==> config.mk <==
export PLATFORM = sky130hd
export DESIGN_NAME = alu_load_sequencer
export DESIGN_NICKNAME = d
export VERILOG_FILES = /design/src/rtl/alu_ctrl_pkg.sv /design/src/rtl/btn_debounce.sv /design/src/rtl/alu_load_sequencer.sv
export SDC_FILE = /design/constraint.sdc
export NUM_CORES = 1
export LEC_CHECK = 0
export ABC_CLOCK_PERIOD_IN_PS = 3100
export CORE_UTILIZATION = 25
export DETAILED_ROUTE_END_ITERATION = 10
export GPL_TIMING_DRIVEN = 0
export SLEW_MARGIN = 20
export SYNTH_ARGS = -nofsm -noshare
export SYNTH_HDL_FRONTEND = slang
export SYNTH_SLANG_ARGS = --single-unit
==> constraint.sdc <==
create_clock -name i_clock -period 3.1 [get_ports i_clock]
set_input_delay 0.465 -clock i_clock [delete_from_list [all_inputs] [get_ports i_clock]]
set_output_delay 0.465 -clock i_clock [all_outputs]
set_load 0.1 [all_outputs]
==> src/rtl/alu_ctrl_pkg.sv <==
// Shared definitions for the ALU front-panel controller: FSM states and ALU opcodes.
package alu_ctrl_pkg;

   localparam int unsigned OPCODE_W = 6;

   typedef enum logic [2:0] {
      WAIT_A  = 3'd0,
      WAIT_B  = 3'd1,
      WAIT_OP = 3'd2,
      EXEC    = 3'd3,
      SHOW    = 3'd4
   } state_t;

   localparam logic [OPCODE_W-1:0] OP_ADD = 6'b100000;
   localparam logic [OPCODE_W-1:0] OP_SUB = 6'b100010;
   localparam logic [OPCODE_W-1:0] OP_AND = 6'b100100;
   localparam logic [OPCODE_W-1:0] OP_OR  = 6'b100101;
   localparam logic [OPCODE_W-1:0] OP_XOR = 6'b100110;
   localparam logic [OPCODE_W-1:0] OP_NOR = 6'b100111;
   localparam logic [OPCODE_W-1:0] OP_SRA = 6'b000011;
   localparam logic [OPCODE_W-1:0] OP_SRL = 6'b000010;

endpackage

==> src/rtl/btn_debounce.sv <==
// 2-FF synchronizer, stability-counter debouncer and single-cycle press pulse
// for one raw push button.
module btn_debounce #(
   parameter int unsigned DEBOUNCE_CYCLES = 1000000
) (
   input  logic clock,
   input  logic reset_n,
   input  logic raw,
   output logic level,
   output logic press
);

   localparam int unsigned CW = $clog2(DEBOUNCE_CYCLES);

   logic          sync1, sync2;
   logic          level_q;
   logic [CW-1:0] count;

   always_ff @(posedge clock or negedge reset_n) begin
      if (!reset_n) begin
         sync1   <= 1'b0;
         sync2   <= 1'b0;
         level   <= 1'b0;
         level_q <= 1'b0;
         count   <= '0;
      end else begin
         sync1   <= raw;
         sync2   <= sync1;
         level_q <= level;
         if (sync2 == level) begin
            count <= '0;
         end else if (count == CW'(DEBOUNCE_CYCLES - 1)) begin
            level <= sync2;
            count <= '0;
         end else begin
            count <= count + 1'b1;
         end
      end
   end

   // Combinational edge so the load lands one edge after the level flips.
   assign press = level & ~level_q;

endmodule

==> src/rtl/alu_load_sequencer.sv <==
// Sequences A, B and opcode loads from a shared switch bus with one enter
// button, then captures the combinational ALU result for display.
module alu_load_sequencer
   import alu_ctrl_pkg::*;
#(
   parameter int unsigned N_BITS          = 8,
   parameter int unsigned DEBOUNCE_CYCLES = 1000000
) (
   input  logic                i_clock,
   input  logic                i_reset_n,
   input  logic [N_BITS-1:0]   i_data_bus,
   input  logic                i_enter,
   input  logic                i_clear,
   input  logic [N_BITS-1:0]   i_alu_result,
   output logic [N_BITS-1:0]   o_data_a,
   output logic [N_BITS-1:0]   o_data_b,
   output logic [OPCODE_W-1:0] o_opcode,
   output logic [N_BITS-1:0]   o_result,
   output logic                o_result_valid,
   output logic [2:0]          o_state
);

   state_t state, next_state;
   logic   press;
   logic   enter_level;
   logic   clear_s1, clear_s2;
   logic   load_a, load_b, load_op, load_res;

   btn_debounce #(.DEBOUNCE_CYCLES(DEBOUNCE_CYCLES)) u_enter (
      .clock   (i_clock),
      .reset_n (i_reset_n),
      .raw     (i_enter),
      .level   (enter_level),
      .press   (press)
   );

   always_ff @(posedge i_clock or negedge i_reset_n) begin
      if (!i_reset_n) begin
         clear_s1 <= 1'b0;
         clear_s2 <= 1'b0;
      end else begin
         clear_s1 <= i_clear;
         clear_s2 <= clear_s1;
      end
   end

   always_comb begin
      next_state = state;
      load_a     = 1'b0;
      load_b     = 1'b0;
      load_op    = 1'b0;
      load_res   = 1'b0;
      if (clear_s2) begin
         next_state = WAIT_A;
      end else begin
         case (state)
            WAIT_A:  if (press) begin load_a  = 1'b1; next_state = WAIT_B;  end
            WAIT_B:  if (press) begin load_b  = 1'b1; next_state = WAIT_OP; end
            WAIT_OP: if (press) begin load_op = 1'b1; next_state = EXEC;    end
            EXEC:    begin load_res = 1'b1; next_state = SHOW; end
            SHOW:    if (press) next_state = WAIT_A;
            default: next_state = WAIT_A;
         endcase
      end
   end

   always_ff @(posedge i_clock or negedge i_reset_n) begin
      if (!i_reset_n) begin
         state          <= WAIT_A;
         o_data_a       <= '0;
         o_data_b       <= '0;
         o_opcode       <= '0;
         o_result       <= '0;
         o_result_valid <= 1'b0;
      end else begin
         state <= next_state;
         if (clear_s2) begin
            o_data_a       <= '0;
            o_data_b       <= '0;
            o_opcode       <= '0;
            o_result       <= '0;
            o_result_valid <= 1'b0;
         end else begin
            if (load_a) begin
               o_data_a       <= i_data_bus;
               o_result_valid <= 1'b0;
            end
            if (load_b)  o_data_b <= i_data_bus;
            if (load_op) o_opcode <= i_data_bus[OPCODE_W-1:0];
            if (load_res) begin
               o_result       <= i_alu_result;
               o_result_valid <= 1'b1;
            end
         end
      end
   end

   assign o_state = state;

endmodule
Word-level counts from Yosys, hierarchy flattened
Cells that the tools add are included.
- output and inout port bits: 34
- register bits after elaboration: 60
- input bits: 20
- $add $sub $neg: 1
- bitwise operators: 3
- reductions and logical operators: 8
- equal/unequal tests: 10
- muxes and demuxes: 28
- operators by type and width (kind ; count):
    2-to-1 mux 8 bit ; 6
    2-to-1 mux 20 bit ; 2
    adder 20 x 1 -> 20 bit, second input constant ; 1
    == test 20 bit, second input constant ; 1
    2-to-1 mux 3 bit ; 5
    case mux 3 bit (5 select lines) ; 1
    2-to-1 mux 1 bit ; 12
    2-to-1 mux 6 bit ; 2
    != test 3 bit, second input constant ; 4
    nonzero test 2 bit ; 4
    == test 3 x 2 -> 1 bit, second input constant ; 2
    AND reduction 4 bit ; 1
    == test 3 x 1 -> 1 bit, second input constant ; 1
    == test 3 bit, second input constant ; 1
    logical NOT 3 bit ; 1
    nonzero test 3 bit ; 1
    NOT 1 bit ; 2
    AND reduction 2 bit ; 1
    AND 1 bit ; 1
    == test 1 bit ; 1

Depth between registers and ports, before layout
Gate-level depths: netlist of run 1.
- depth in word-level cells: 8
- depth in mapped cells: 6

By module
Synthesis of run 1 repeated with hierarchy kept, for this count alone.
- cell total of the unflattened synthesis: 248
- area total of the unflattened synthesis: 2846.5 sq um
- by module, submodules not included (module ; cells each ; area an instance (sq um) ; instances):
    alu_load_sequencer ; 138 ; 1700.4 ; 1
    btn_debounce ; 110 ; 1146.1 ; 1

Worst setup path after synthesis of run 1
No wires, ideal clock.
- path type: register -> register
- start: register state[2], in the netlist o_state[2]
- end: register o_data_b[7]
- slack: 0.995 ns
- cell stages (with the launch flop): 6
- path buffers: 1
- arrival: 1.974 ns
- clock period less this slack: 2.105 ns
- cell sequence: dfrtp_1 > nor3b_1 > clkbuf_1 > nand2_1 > mux2i_1 > nor2_1
- longest elaborated chain between the ends: 4
- ends and longest elaborated chain (element ; line ; text):
    start, declared ; alu_load_sequencer.sv:23 ; state_t state, next_state;
    start signal, assigned ; alu_load_sequencer.sv:76 ; state <= next_state;
    == test 3 x 1 -> 1 bit ; alu_load_sequencer.sv:56 ; case (state)
    2-to-1 mux 1 bit ; alu_load_sequencer.sv:56 ;
    2-to-1 mux 1 bit ; alu_load_sequencer.sv:53 ; if (clear_s2) begin
    nonzero test 2 bit (no line) ; n/a ;
    end signal, assigned ; alu_load_sequencer.sv:88 ; if (load_b) o_data_b <= i_data_bus;
    end, declared ; alu_load_sequencer.sv:16 ; output logic [N_BITS-1:0] o_data_b,
Every way passes these cells.
A chain may end at the register's enable or synchronous reset.

Final worst setup path of run 1
- start: register state[1], in the netlist o_state[1]
- end: output port o_state[1]
- RTL lines (element ; line ; text):
    end, declared ; alu_load_sequencer.sv:20 ; output logic [2:0] o_state
No word-level cell between the ends.

==> impl_metrics.toml, run 1 <==
[global_routing]
antenna_found_initial = 0
grtUsageTotal = 0.1139
grt_pass1_wl_um = 9080
grt_max_degree = 51
grt.overflow.total = 0
grt_pass1_vias = 1855

[pwr]
p_leak_nw = 1.599
power.density_nw_per_um2 = 508.6
ir_drop_mv = 0.2133

[worst_setup_path]
critPathBufInv = 1
crit_arrival_ns = 1.94
cp-end-kind = "output port"
start_kind = "flip-flop"
cp_max_fo = 6
cpPeakStageDelay_ns = 1.17
path_cells = "clkdlybuf4s50_1"
crit_type = "reg -> out"
slowest_stage = "clkdlybuf4s50_1"
crit_family = "buffers and inverters"
worstPathRequired_ns = 2.63

[placed_design]
gp_congestion = 0.7770
placed_area_sq_um = 3283
hpwlAfterDp_um = 3876
port_buffers = 53
dp.cells = 425

[timing]
rsz0062_at_grt = "no"
clock.fmax_mhz = 415.5
slew-limit-headroom = 0.3342
setup_violations = 0
fin_skew_ns = 0.006732
final-hold-violation-count = 0
timing.final.max_slew_violations = 0
fin_crit_ns = 2.407
worstMarginPinSlew_ns = 0.9955
fin_crit_sh = 0.7763

[logic_synthesis]
ys_ff_latch = 60
synthFlopType = "dfrtp_1"
synth.top_cell.area_share = 0.5862
synth.distinct_cells = 32
synth_area_leaders = "dfrtp_1 59%, mux2i_1 8.6%, nor2_1 6.3%"
synth_nets = 259
synth_edf_count = 0
synth_top_area_cell = "dfrtp_1"
ys_seq_area_frac = 0.5862
synth_cells = 238
yosys_warnings = 0
syn_area_per_cell_sq_um = 10.76
syn_area_sq_um = 2561
synth-async-reset-ratio = 1.000

[die]
initial_core_util = 0.2596
num_io_pins = 54
core_sq_um = 9864
design.die.area_sq_um = 10650
fp.dieW_um = 103.2
rows = 36
die_h_um = 103.2

[worst_hold_path]
min_path_type = "reg -> reg"

[cts]
cts_buffers = 9
path_clk_slew_ns = 0.07
htree_levels = 3
cts_tree = "done"
cts_root_buf = "clkbuf_8"
insertion_delay_ns = 0.34
clk_path_buf_depth = 2
cts.sinks = 60
cts.repair.resized = 0

[detailed_routing]
ant_nets = 0
vias = 1950
routedWlPerCell_um = 12.59
drt-initial-drc-count = 75
route.detailed.drc = 0
dr.pass1.iters = 4
via_per_inst = 4.422
drt-total-wl_um = 5553

[cells_and_area]
finish.instance_area_sq_um = 3565
layout.cells.non_filler = 441
multi_input_area_sq_um = 1015
syn2layout_area_growth_pct = 39.18
register_area_sq_um = 1501
fill_cells = 963
mostFrequentLayoutCells = "60 x dfrtp_1, 52 x clkdlybuf4s50_1, 43 x nor2_1"
fin_nets = 325
drive_gt1_frac = 0.07792
diodes = 0
final_common_cell = "dfrtp_1"

[flow_run]
maxCapViolCount = 0

[outcome]
status = "finished, final reports clean"
-- layer usage --
layer / vias to the layer above / share of wire / global-route usage
li1: 954 / - / -
met1: 938 / 0.47 / 0.1441
met2: 49 / 0.46 / 0.1779
met3: 9 / 0.053 / 0.04234
met4: 0 / 0.015 / 0.04225
met5: - / 0 / 0
-- power by group --
| group | internal (mW) | switching [mW] |
|---|---|---|
| Clock | 0.655 | 0.296 |
| Sequential | 0.789 | 0.00406 |
| Combinational | 0.0310 | 0.0377 |
| Total | 1.47 | 0.338 |
-- through the flow --
step / utilization / total power [mW] / setup TNS [ns] / hold WS (ns) / worst slack (ns)
after floorplan: - / 0.8226 / 0 / 0.1694 / 0.9946
after global placement: 0.3303 / 0.8723 / -22.47 / 0.3327 / -0.3772
after detailed placement: 0.3328 / 0.8767 / 0 / 0.3172 / 1.049
after CTS: 0.3614 / 1.840 / 0 / 0.3571 / 0.6634
after global routing: 0.3614 / 1.878 / 0 / 0.3589 / 0.5961
final: 0.3614 / 1.813 / 0 / 0.3518 / 0.6934
-- worst paths after layout --
path                            start          end  slack, ns  cells after the start
max reg2reg                o_state[2]  o_data_b[2]       1.09                      5
max in group asynchronous   i_reset_n  o_result[0]       2.11                      3
min                          clear_s1     clear_s2       0.35                      0
min reg2reg                  clear_s1     clear_s2       0.35                      0
min in group asynchronous   i_reset_n  o_opcode[5]       0.50                      2
max                        o_state[1]   o_state[1]       0.69                      1
-- cell type report --
type                            instances  area share
Inverter                                4    0.004212
Timing Repair Buffer                   55      0.1587
Multi-Input combinational cell        166      0.2847
Clock inverter                          4     0.03370
Sequential cell                        60      0.4212
Buffer                                  8    0.008424
Clock buffer                           11     0.04247
Tap cell                              133     0.04668
-- cells in the mapped netlist, types with 4 or more instances --
cell      instances
dfrtp_1          60
inv_1             4
clkbuf_1          8
nand3_1          13
xnor2_1          11
a21oi_1          16
nor4_1            5
xor2_1            4
nand4_1           4
nor2_1           43
nor3_1            4
mux2i_1          22
nand2_1          19
-- timing repair --
action / CTS / global route
hold buffers: 1 / 0
setup buffers: 0 / 0
endpoints found under the hold margin: 10 / 0
-- kinds of logic (layout without fill, tap and decap cells) --
kind of cell,Yosys count,count (layout),synth area share
simple gates,106,106,0.2066
flops,60,60,0.5862
fa+ha+maj,1,1,0.004884
xor+xnor,15,15,0.05129
mux,23,23,0.09038
buf+inv,12,82,0.01759
compound gates,21,21,0.04299
-- sequential cells by signal (all words and copies together), names as in the netlist --
name and cells:
u_enter.sync2 1, u_enter.sync1 1, clear_s1 1, o_result 8, clear_s2 1, o_state 3
o_data_a 8, o_data_b 8, u_enter.count 20, o_opcode 6, u_enter.level_q 1, u_enter.level 1
o_result_valid 1
Power figures use the tool's default switching activity.
==> run 2: changes to the inputs <==
--- a/config.mk
+++ b/config.mk
@@ -5,7 +5,7 @@
 export SDC_FILE = /design/constraint.sdc
 export NUM_CORES = 1
 export LEC_CHECK = 0
-export ABC_CLOCK_PERIOD_IN_PS = 3100
+export ABC_CLOCK_PERIOD_IN_PS = 2400
 export CORE_UTILIZATION = 25
 export DETAILED_ROUTE_END_ITERATION = 10
 export GPL_TIMING_DRIVEN = 0
==> constraint.sdc (replaced) <==
create_clock -name i_clock -period 2.4 [get_ports i_clock]
set_input_delay 0.36 -clock i_clock [delete_from_list [all_inputs] [get_ports i_clock]]
set_output_delay 0.36 -clock i_clock [all_outputs]
set_load 0.1 [all_outputs]
==> results of run 2 <==
Same layout as run 1 (identical final DEF). Status: finished, final reports clean.
Among the figures that moved: setup slack after placement 1.049 ns -> 0.3942 ns; setup slack after layout 0.6934 ns -> 0.09837 ns; register-to-register setup slack 1.09 ns -> 0.39 ns; total power 1.813 mW -> 2.342 mW; worst IR drop on VDD 0.2133 mV -> 0.2756 mV
==> run 3: changes to the inputs <==
--- a/config.mk
+++ b/config.mk
@@ -5,6 +5,7 @@
 export SDC_FILE = /design/constraint.sdc
 export NUM_CORES = 1
 export LEC_CHECK = 0
+export ABC_AREA = 1
 export ABC_CLOCK_PERIOD_IN_PS = 2400
 export CORE_UTILIZATION = 25
 export DETAILED_ROUTE_END_ITERATION = 10
@@ -13,3 +14,4 @@
 export SYNTH_ARGS = -nofsm -noshare
 export SYNTH_HDL_FRONTEND = slang
 export SYNTH_SLANG_ARGS = --single-unit
+export TNS_END_PERCENT = 20
==> impl_metrics.toml, run 3 <==
[worst_setup_path]
cp_max_fo = 6
crit_arrival_ns = 1.98
cp-end-kind = "output port"
start_kind = "flip-flop"
critPathBufInv = 1
slowest_stage = "clkdlybuf4s50_1"
cpPeakStageDelay_ns = 1.18
crit_family = "buffers and inverters"
worstPathRequired_ns = 2.04
path_cells = "clkdlybuf4s50_1"
crit_type = "reg -> out"

[global_routing]
grt.met1_usage = 0.1505
use_met2 = 0.1982
antenna_found_initial = 0
use_met3 = 0.02249
grt.overflow.total = 0
grt_pass1_vias = 2338
busiest_layer = "met2"
grtUsageTotal = 0.1205
grt_pass1_wl_um = 10800
grt_max_degree = 54

[detailed_routing]
routedWlPerCell_um = 12.09
dr.pass1.iters = 6
route.detailed.drc = 0
via_per_inst = 4.371
drt-total-wl_um = 6345
vias = 2295
drt-initial-drc-count = 90
ant_nets = 0

[die]
initial_core_util = 0.2624
core_sq_um = 10510
design.die.area_sq_um = 11450
die_h_um = 107.0
rows = 37
num_io_pins = 54
fp.dieW_um = 107.0

[cts]
path_clk_slew_ns = 0.07
cts.sinks = 60
cts_buffers = 9
clk_path_buf_depth = 2
cts_tree = "done"
cts_root_buf = "clkbuf_8"
htree_levels = 3
insertion_delay_ns = 0.33

[logic_synthesis]
synthFlopType = "dfrtp_1"
synth_commonest_cells = "73 x nand2_1, 60 x dfrtp_1, 49 x nor2_1"
synthMuxAreaShare = 0
synth_area_leaders = "dfrtp_1 54%, nand2_1 9.9%, nor2_1 6.7%"
ys_ff_latch = 60
synth-adder-area-share = 0.004537
synth_xor_area_frac = 0.03494
synth_top_family_by_area = "simple AND/OR/NAND/NOR gates"
synth_most_common_cell = "nand2_1"
syn_area_per_cell_sq_um = 8.672
synth_edf_count = 0
yosys_warnings = 0
synth-simple-area-share = 0.2740
synth-compound-area-share = 0.07623
synth.distinct_cells = 27
ys_seq_area_frac = 0.5445
synth_cells = 318
synth_nets = 339
synth-async-reset-ratio = 1.000
synth_top_area_cell = "dfrtp_1"
syn_area_sq_um = 2758
synth.top_cell.area_share = 0.5445

[timing]
slew-limit-headroom = 0.3270
setup_violations = 0
worstMarginPinSlew_ns = 1.006
fin_ws_ns = 0.05649
clock.fmax_mhz = 426.7
fin_skew_ns = 0.007524
fin_crit_sh = 0.9765
rsz0062_at_grt = "no"
final-hold-violation-count = 0
fin_crit_ns = 2.344
timing.final.max_slew_violations = 0

[cells_and_area]
largest_reg_flops = 20
final_common_cell = "nand2_1"
largest_register = "u_enter.count"
mostFrequentLayoutCells = "73 x nand2_1, 60 x dfrtp_1, 50 x clkdlybuf4s50_1"
finish.instance_area_sq_um = 3715
final_util = 0.3535
syn2layout_area_growth_pct = 34.71
fin_nets = 405
layout.cells.non_filler = 525
diodes = 0
fill_cells = 1077
drive_gt1_frac = 0.1105

[flow_run]
maxCapViolCount = 0

[pwr]
total_power_mw = 2.604
power.density_nw_per_um2 = 700.9
p_leak_nw = 1.713
ir_drop_mv = 0.2928

[placed_design]
placed_area_sq_um = 3483
dpl_worst_slack_ns = 0.3953
port_buffers = 53
hpwlAfterDp_um = 4618
gp_congestion = 0.8811
dp.cells = 508

[outcome]
status = "finished, final reports clean"

[worst_hold_path]
min_path_type = "reg -> reg"
-- run 3: cell count changes after synthesis, sizes merged, moves of 7 or more --
cell | before | now
clkbuf | 8 | 0
inv | 4 | 37
mux2i | 22 | 0
nand2 | 19 | 74
nand3 | 14 | 31
nor2 | 43 | 55
o21ai | 3 | 21
xnor2 | 11 | 4
-- run 3: power breakdown --
part | leakage, nW | switching [mW] | internal [mW] | total, mW
sequential | 0.796 | 0.0303 | 1.06 | 1.09
combinational | 0.815 | 0.387 | 0.130 | 0.517
clock | 0.102 | 0.416 | 0.585 | 1.00
-- run 3: metal layers --
layer,vias up,share of wire
met3,11,0.042
li1,1140,-
met1,1089,0.46
met4,0,0.016
met2,55,0.49
met5,-,0
-- run 3: cell type report --
type                            instances  area, sq um  share of cell area
Buffer                                  5        42.54             0.01145
Clock buffer                           10        127.6             0.03435
Clock inverter                          6        88.84             0.02391
Inverter                               37        138.9             0.03739
Multi-Input combinational cell        216         1075              0.2893
Sequential cell                        60         1501              0.4042
Tap cell                              136        170.2             0.04581
Timing Repair Buffer                   55        570.5              0.1536
-- run 3: logic make-up after synthesis --
logic type,count (synthesis)
compound gates,33
xor+xnor,11
fa+ha+maj,1
buf+inv,42
flops,60
simple gates,171
-- run 3: worst register-to-register path, delay by kind of cell, from the launching register on --
kind	cells	cell delay, ns
adders and majority gates	1	0.19
and+or+nand+nor	5	0.89
DFF	1	0.36
-- run 3: worst paths after layout --
| path | cells after the start | startpoint | endpoint | slack, ns |
|---|---|---|---|---|
| setup reg to reg | 6 | u_enter.count[0] | u_enter.count[18] | 0.84 |
| min in group asynchronous | 2 | i_reset_n | u_enter.count[8] | 0.40 |
| hold reg to reg | 0 | clear_s1 | clear_s2 | 0.36 |
| hold / removal | 0 | clear_s1 | clear_s2 | 0.36 |
| setup / recovery | 1 | o_state[0] | o_state[0] | 0.06 |
| max in group asynchronous | 3 | i_reset_n | clear_s1 | 1.53 |
-- run 3: what timing repair did --
action                                  in CTS  in global routing
hold buffers                                 1                  0
hold endpoints to repair                     7                  0
gates resized for setup                      0                  2
setup buffers                                0                  0
endpoints found under the setup margin       0                  2
-- run 3: per-stage QoR --
stage / hold slack [ns] / TNS, ns
floorplan: 0.06441 / 0
global placement: 0.3354 / -58.26
detailed placement: 0.1990 / 0
CTS: 0.3604 / 0
global route: 0.3669 / 0
finish: 0.3554 / 0
